### src/rtl/fetch_ctrl_pkg.sv
`default_nettype none
// ==== fetch_ctrl_pkg : shared widths, reset PC, FSM encoding, counter helper ====
// ==== Rev 1.0                                                                ====
package fetch_ctrl_pkg;

  localparam int          DEF_ADDR_W   = 64;
  localparam int          DEF_INST_W   = 32;
  localparam logic [63:0] DEF_RESET_PC = 64'h8000_0000;
  localparam int          DEF_PC_STEP  = 4;
  localparam int          PERF_W       = 32;

  typedef enum logic [2:0] {
    FS_IDLE = 3'd0,
    FS_REQ  = 3'd1,
    FS_WAIT = 3'd2,
    FS_HOLD = 3'd3,
    FS_DROP = 3'd4
  } fetch_state_e;

  function automatic logic [PERF_W-1:0] sat_inc(input logic [PERF_W-1:0] v);
    return (&v) ? v : v + 1'b1;
  endfunction

endpackage
`default_nettype wire

### src/rtl/fetch_ctrl_dff.sv
`default_nettype none
// ==== fetch_ctrl_dff : write-enabled register, synchronous active-low clear ====
// ==== Rev 1.0                                                              ====
module fetch_ctrl_dff #(
  parameter int WIDTH = 8
) (
  input  logic             clk,
  input  logic             rst,
  input  logic             wen,
  input  logic [WIDTH-1:0] d,
  output logic [WIDTH-1:0] q
);

  logic [WIDTH-1:0] q_q;
  logic [WIDTH-1:0] q_d;

  always_comb begin
    q_d = q_q;
    if (wen) q_d = d;
  end

  always_ff @(posedge clk) begin
    if (!rst) q_q <= '0;
    else      q_q <= q_d;
  end

  assign q = q_q;

endmodule
`default_nettype wire

### src/rtl/fetch_ctrl.sv
`default_nettype none
// ==== fetch_ctrl : PC owner + one-outstanding imem fetch FSM feeding the F->D slot ====
// ==== Rev 1.0 ; optional perf counters under FETCH_PERF_EN                        ====
module fetch_ctrl
  import fetch_ctrl_pkg::*;
#(
  parameter int                ADDR_W   = DEF_ADDR_W,
  parameter int                INST_W   = DEF_INST_W,
  parameter logic [ADDR_W-1:0] RESET_PC = ADDR_W'(DEF_RESET_PC),
  parameter int                PC_STEP  = DEF_PC_STEP
) (
  input  logic              clk,
  input  logic              rst,
  output logic              imem_req_valid,
  input  logic              imem_req_ready,
  output logic [ADDR_W-1:0] imem_req_addr,
  input  logic              imem_resp_valid,
  input  logic [INST_W-1:0] imem_resp_inst,
  input  logic              redirect_valid,
  input  logic [ADDR_W-1:0] redirect_pc,
  input  logic              dec_ready,
  output logic              if_valid,
  output logic [ADDR_W-1:0] if_pc,
  output logic [INST_W-1:0] if_inst,
  output logic [31:0]       perf_fetch_cnt,
  output logic [31:0]       perf_stall_cnt
);

  fetch_state_e      state_q, state_d;
  logic [ADDR_W-1:0] pc_q, pc_d;
  logic [ADDR_W-1:0] req_pc_q, req_pc_d;
  logic              if_valid_q, if_valid_d;
  logic              slot_load;
  logic              deliver;
  logic [ADDR_W+INST_W-1:0] slot_q;

  assign deliver = if_valid_q && dec_ready;

  always_comb begin
    state_d    = state_q;
    pc_d       = pc_q;
    req_pc_d   = req_pc_q;
    if_valid_d = if_valid_q && !dec_ready;
    slot_load  = 1'b0;
    if (redirect_valid) begin
      pc_d       = redirect_pc;
      if_valid_d = 1'b0;
      unique case (state_q)
        FS_REQ:  state_d = imem_req_ready  ? FS_DROP : FS_REQ;
        FS_WAIT: state_d = imem_resp_valid ? FS_REQ  : FS_DROP;
        // The orphan response arriving with the redirect is the one DROP awaits
        FS_DROP: state_d = imem_resp_valid ? FS_REQ  : FS_DROP;
        default: state_d = FS_REQ;
      endcase
    end else begin
      unique case (state_q)
        FS_IDLE: state_d = FS_REQ;
        FS_REQ: begin
          if (imem_req_ready) begin
            state_d  = FS_WAIT;
            pc_d     = pc_q + ADDR_W'(PC_STEP);
            req_pc_d = pc_q;
          end
        end
        FS_WAIT: begin
          if (imem_resp_valid) begin
            state_d    = FS_HOLD;
            slot_load  = 1'b1;
            if_valid_d = 1'b1;
          end
        end
        FS_HOLD: if (!if_valid_q || dec_ready) state_d = FS_REQ;
        FS_DROP: if (imem_resp_valid) state_d = FS_REQ;
        default: state_d = FS_IDLE;
      endcase
    end
  end

  always_ff @(posedge clk) begin
    if (!rst) begin
      state_q    <= FS_IDLE;
      pc_q       <= RESET_PC;
      req_pc_q   <= '0;
      if_valid_q <= 1'b0;
    end else begin
      state_q    <= state_d;
      pc_q       <= pc_d;
      req_pc_q   <= req_pc_d;
      if_valid_q <= if_valid_d;
    end
  end

  fetch_ctrl_dff #(
    .WIDTH(ADDR_W + INST_W)
  ) u_slot (
    .clk(clk),
    .rst(rst),
    .wen(slot_load),
    .d  ({req_pc_q, imem_resp_inst}),
    .q  (slot_q)
  );

  assign imem_req_valid = (state_q == FS_REQ);
  assign imem_req_addr  = pc_q;
  assign if_valid       = if_valid_q;
  assign if_pc          = slot_q[ADDR_W+INST_W-1:INST_W];
  assign if_inst        = slot_q[INST_W-1:0];

`ifdef FETCH_PERF_EN
  logic [PERF_W-1:0] fetch_cnt_q, fetch_cnt_d;
  logic [PERF_W-1:0] stall_cnt_q, stall_cnt_d;

  always_comb begin
    fetch_cnt_d = fetch_cnt_q;
    stall_cnt_d = stall_cnt_q;
    if (deliver)                  fetch_cnt_d = sat_inc(fetch_cnt_q);
    if (if_valid_q && !dec_ready) stall_cnt_d = sat_inc(stall_cnt_q);
  end

  always_ff @(posedge clk) begin
    if (!rst) begin
      fetch_cnt_q <= '0;
      stall_cnt_q <= '0;
    end else begin
      fetch_cnt_q <= fetch_cnt_d;
      stall_cnt_q <= stall_cnt_d;
    end
  end

  assign perf_fetch_cnt = fetch_cnt_q;
  assign perf_stall_cnt = stall_cnt_q;
`else
  logic unused_deliver;
  assign unused_deliver = deliver;
  assign perf_fetch_cnt = '0;
  assign perf_stall_cnt = '0;
`endif

endmodule
`default_nettype wire
### config.mk
export PLATFORM = sky130hd
export DESIGN_NAME = fetch_ctrl
export DESIGN_NICKNAME = d
export VERILOG_FILES = /design/src/rtl/fetch_ctrl_pkg.sv /design/src/rtl/fetch_ctrl_dff.sv /design/src/rtl/fetch_ctrl.sv
export SDC_FILE = /design/constraint.sdc
export NUM_CORES = 1
export LEC_CHECK = 0
export BUFFER_PORTS_ARGS = -buffer_cell sky130_fd_sc_hd__buf_2
export CELL_PAD_IN_SITES_DETAIL_PLACEMENT = 1
export CELL_PAD_IN_SITES_GLOBAL_PLACEMENT = 1
export CORE_ASPECT_RATIO = 0.9
export CORE_MARGIN = 2
export CORE_UTILIZATION = 39
export CTS_CLUSTER_SIZE = 30
export DETAILED_ROUTE_END_ITERATION = 8
export GPL_TIMING_DRIVEN = 0
export PLACE_DENSITY_LB_ADDON = 0.1
export SLEW_MARGIN = 20
export SYNTH_ARGS = -nofsm -noshare
export SYNTH_HDL_FRONTEND = slang
export SYNTH_SLANG_ARGS = --single-unit
### constraint.sdc
create_clock -name clk -period 5.4 [get_ports clk]
set_input_delay 0.27 -clock clk [delete_from_list [all_inputs] [get_ports clk]]
set_output_delay 0.27 -clock clk [all_outputs]
set_load 0.02 [all_outputs]
==> impl_metrics.yaml <==
yosys:
  ys_seq_area_share_pct: 45.8
  synth.yosys.warnings: 0
  gate_count_of_the_mapped_netlist: 1291
  yosysTopAreaCell: "sky130_fd_sc_hd__dfxtp_1"
  synth_async_sr_flop_share_pct: 0
  yosys_register_bits: 228
  yosys.cell_types.count: 55
  postSynthAreaPerCell_um2: 7.72
  syn-cell-area_um2: 9960
  synth_ff_type: "sky130_fd_sc_hd__dfxtp_1"
  ys_top_cells_by_area: "sky130_fd_sc_hd__dfxtp_1, sky130_fd_sc_hd__nand2_1, sky130_fd_sc_hd__a21oi_1"
  synth-edff-count: 0
  netlist.area_leader.share_pct: 45.8
worst_setup_path:
  worstPathMaxFanout: 10
  r2r_end: "req_pc_q[5]"
  cp.required_ns: 5.84
  criticalPathCategory: "reg -> reg"
  worst-r2r-cell-count: 9
  regToRegStartpoint: "state_q[0]"
  timing.critical_path.to_type: "register"
  critical_path_source: "state_q[0]"
  worstPathArrival_ns: 3.54
  critical_path.startpoint_type: "register"
  r2r_setup_slack_ns: 2.31
sta:
  final.min_clock_period_ns: 3.09
  timing.final.crit_share_pct: 57.3
  achievable_clock_frequency_mhz: 323
  hold_viol: 0
  setup-violations-final: 0
  final.setup.tns_ns: 0
  slew_headroom_pct: 20.5
  least_margin_pin_slew_ns: 1.18
  slew_viol_final: 0
  grt_setup_unrepaired: "no"
  largest_clock_skew_in_the_final_design_ns: 0.00957
cts:
  tritoncts: "built"
  clk_root_buffer_cell: "sky130_fd_sc_hd__clkbuf_16"
  post_cts_hold_buffer_count: 38
  clockBufferDepth: 3
  cts.clk_slew.worst_paths_ns: 0.07
  cts_num_sinks: 228
  clock_insertion_delay_at_the_later_pin_of_the_skew_report_ns: 0.52
  cts_max_level: 1
  post_cts_resize_count: 0
  post_cts_setup_repair_buffer_count: 0
  cts_made_buffers: 25
floorplanning:
  die_area_um2: 26800
  initial_core_util_pct: 39.7
  floorplan.io_pins: 328
  die_width_um: 172
  die_y_um: 156
  rows: 55
  design.core.area_um2: 25100
layout:
  design.final.nets: 1784
  finalCoreUtilization_pct: 52.2
  post-route-cell-area_um2: 13100
  post_route_cells_drive_above_1_share_pct: 22.3
  areaGrowthSynthToFinish_pct: 31.6
  final_standard_cell_count_with_taps_included_and_fillers_excluded: 2045
drt:
  number_of_drc_violations_after_detailed_routing: 0
  num_vias: 10557
  wl_per_cell_um: 18.3
  drt_first_pass_iters: 5
  drt_first_iter_violations: 570
  drt-vias-per-instance: 5.16
  ant_nets: 0
  finalWirelength_mm: 37.4
placed_design:
  globalplace.congestion: 0.835
  hpwl_mm: 27.1
  numPlacedInstances: 1958
  postPlaceCellArea_um2: 11900
  io_buffer_count: 262
outcome:
  outcome: "completed"
min_path:
  hold_path.startpoint: "redirect_pc[26]"
  hold-path-endpoint: "imem_req_addr[26]"
  timing.hold.worst_path_depth: 3
  hold_class: "in -> reg"
power_and_ir_drop:
  power_density_nw_per_um2: 295
  finalPower_mw: 3.87
  worst_ir_drop_vdd_uv: 243
  p_leak_nw: 5.22
global_routing:
  grt_util_met1_pct: 35.3
  grt_start_max_net_pins: 14
  globalRoute.totalOverflow: 0
  grt_use_met2_pct: 44.9
  number_of_antenna_violations_at_the_first_check_in_global_routing: 3
  groute.layer.met3.usage_pct: 5.10
  busiest_grt_layer: "met2"
  vias_in_the_first_global_route: 10436
  grt_pass1_wl_mm: 57.1
  track_usage_pct: 27.1
flow_run:
  max-cap-violations: 0
-- synthesized netlist by cell type, drive strengths merged (2+ instances only) --
library cell	number
o211ai	2
buf	77
and4	7
o31ai	13
nor2	36
nand2	361
a211oi	11
o21ai	46
nand4	32
a21o	2
nor3	17
o2111ai	2
nand2b	3
and2	5
inv	9
clkbuf	77
or2	2
dfxtp	228
nand3	33
a311oi	4
nor3b	2
or3	20
a21oi	189
xnor2	17
a31oi	18
nor4	17
mux2i	4
or4	18
and3	8
xor2	14
-- layout by cell type (no fill, tap or decap), types with 25 or more instances in the layout --
master                          netlist  routed
sky130_fd_sc_hd__clkbuf_16            0      25
sky130_fd_sc_hd__dlygate4sd3_1        0      38
sky130_fd_sc_hd__nand4_1             31      31
sky130_fd_sc_hd__nand3_1             32      32
sky130_fd_sc_hd__conb_1               1      64
sky130_fd_sc_hd__clkbuf_1            75      80
sky130_fd_sc_hd__nand2_1            361     361
sky130_fd_sc_hd__a21oi_1            189     189
sky130_fd_sc_hd__o21ai_0             46      46
sky130_fd_sc_hd__dfxtp_1            228     228
sky130_fd_sc_hd__nor2_1              36      36
sky130_fd_sc_hd__buf_2                3     265
sky130_fd_sc_hd__buf_4               64      64
-- worst max-delay path, cell delays in order, from the launching register on --
cell and delay (ns):
sky130_fd_sc_hd__dfxtp_1 0.30, sky130_fd_sc_hd__buf_2 0.18, sky130_fd_sc_hd__nand4bb_1 0.12, sky130_fd_sc_hd__clkbuf_1 0.22, sky130_fd_sc_hd__clkbuf_1 0.30, sky130_fd_sc_hd__nor2_1 0.56, sky130_fd_sc_hd__clkbuf_1 0.61, sky130_fd_sc_hd__buf_1 0.44
sky130_fd_sc_hd__nand2_1 0.12, sky130_fd_sc_hd__a21oi_1 0.15
-- cell type report --
| class | instances | area, um^2 |
|---|---|---|
| diodes | 4 | 10.0 |
| plain buffers | 154 | 832 |
| well taps | 342 | 428 |
| clock inverters | 8 | 45.0 |
| fillers | 3224 | 12000 |
| multi-input cells | 962 | 4760 |
| flip-flops and latches | 228 | 4560 |
| inverters | 10 | 37.5 |
| clock buffers | 37 | 741 |
| repair buffers | 300 | 1690 |
-- cells by family (layout without fill, tap and decap cells) --
| logic type | after synthesis | count (layout) | share of synthesized area, % |
|---|---|---|---|
| adders and majority gates | 1 | 1 | 0.126 |
| AOI/OAI and AO/OA | 297 | 297 | 16.5 |
| and+or+nand+nor | 565 | 565 | 25.7 |
| xor gates and xnor gates | 31 | 31 | 2.73 |
| muxes | 4 | 4 | 0.402 |
| DFF | 228 | 228 | 45.8 |
| other | 1 | 68 | 0.0376 |
| buffers and inverters | 164 | 509 | 8.73 |
-- per-stage QoR --
step	hold WS [ns]	setup WS, ns
finish	0.0166	2.31
detailed placement	0.444	2.24
floorplan	0.406	2.93
global route	0.00936	2.08
CTS	0.0000253	2.35
global placement	0.439	2.32
-- power by group --
part / internal (mW) / switching (mW)
Clock: 0.946 / 0.709
Sequential: 1.73 / 0.0734
Combinational: 0.155 / 0.260
-- metal layers --
layer  up-vias  routed length (um)
met4         0                1150
met2       366               17600
met1      5023               16200
li1       5104                   -
met3        64                2480
met5         -                   0
-- state kept, by name (all words and copies together), names as in the netlist --
signal         cells
u_slot.q          96
imem_req_addr     64
req_pc_q          64
state_q            3
if_valid           1
-- worst max-delay path by stage --
stage	endpoint	cells past startpoint
6_report	req_pc_q[5]	9
2_1_floorplan	imem_req_addr[54]	7
5_1_grt	req_pc_q[1]	9
3_3_place_gp	u_slot.q[55]	8
3_5_place_dp	u_slot.q[61]	8
4_1_cts	req_pc_q[9]	9
Note: power is estimated with default switching activity, not from simulation.
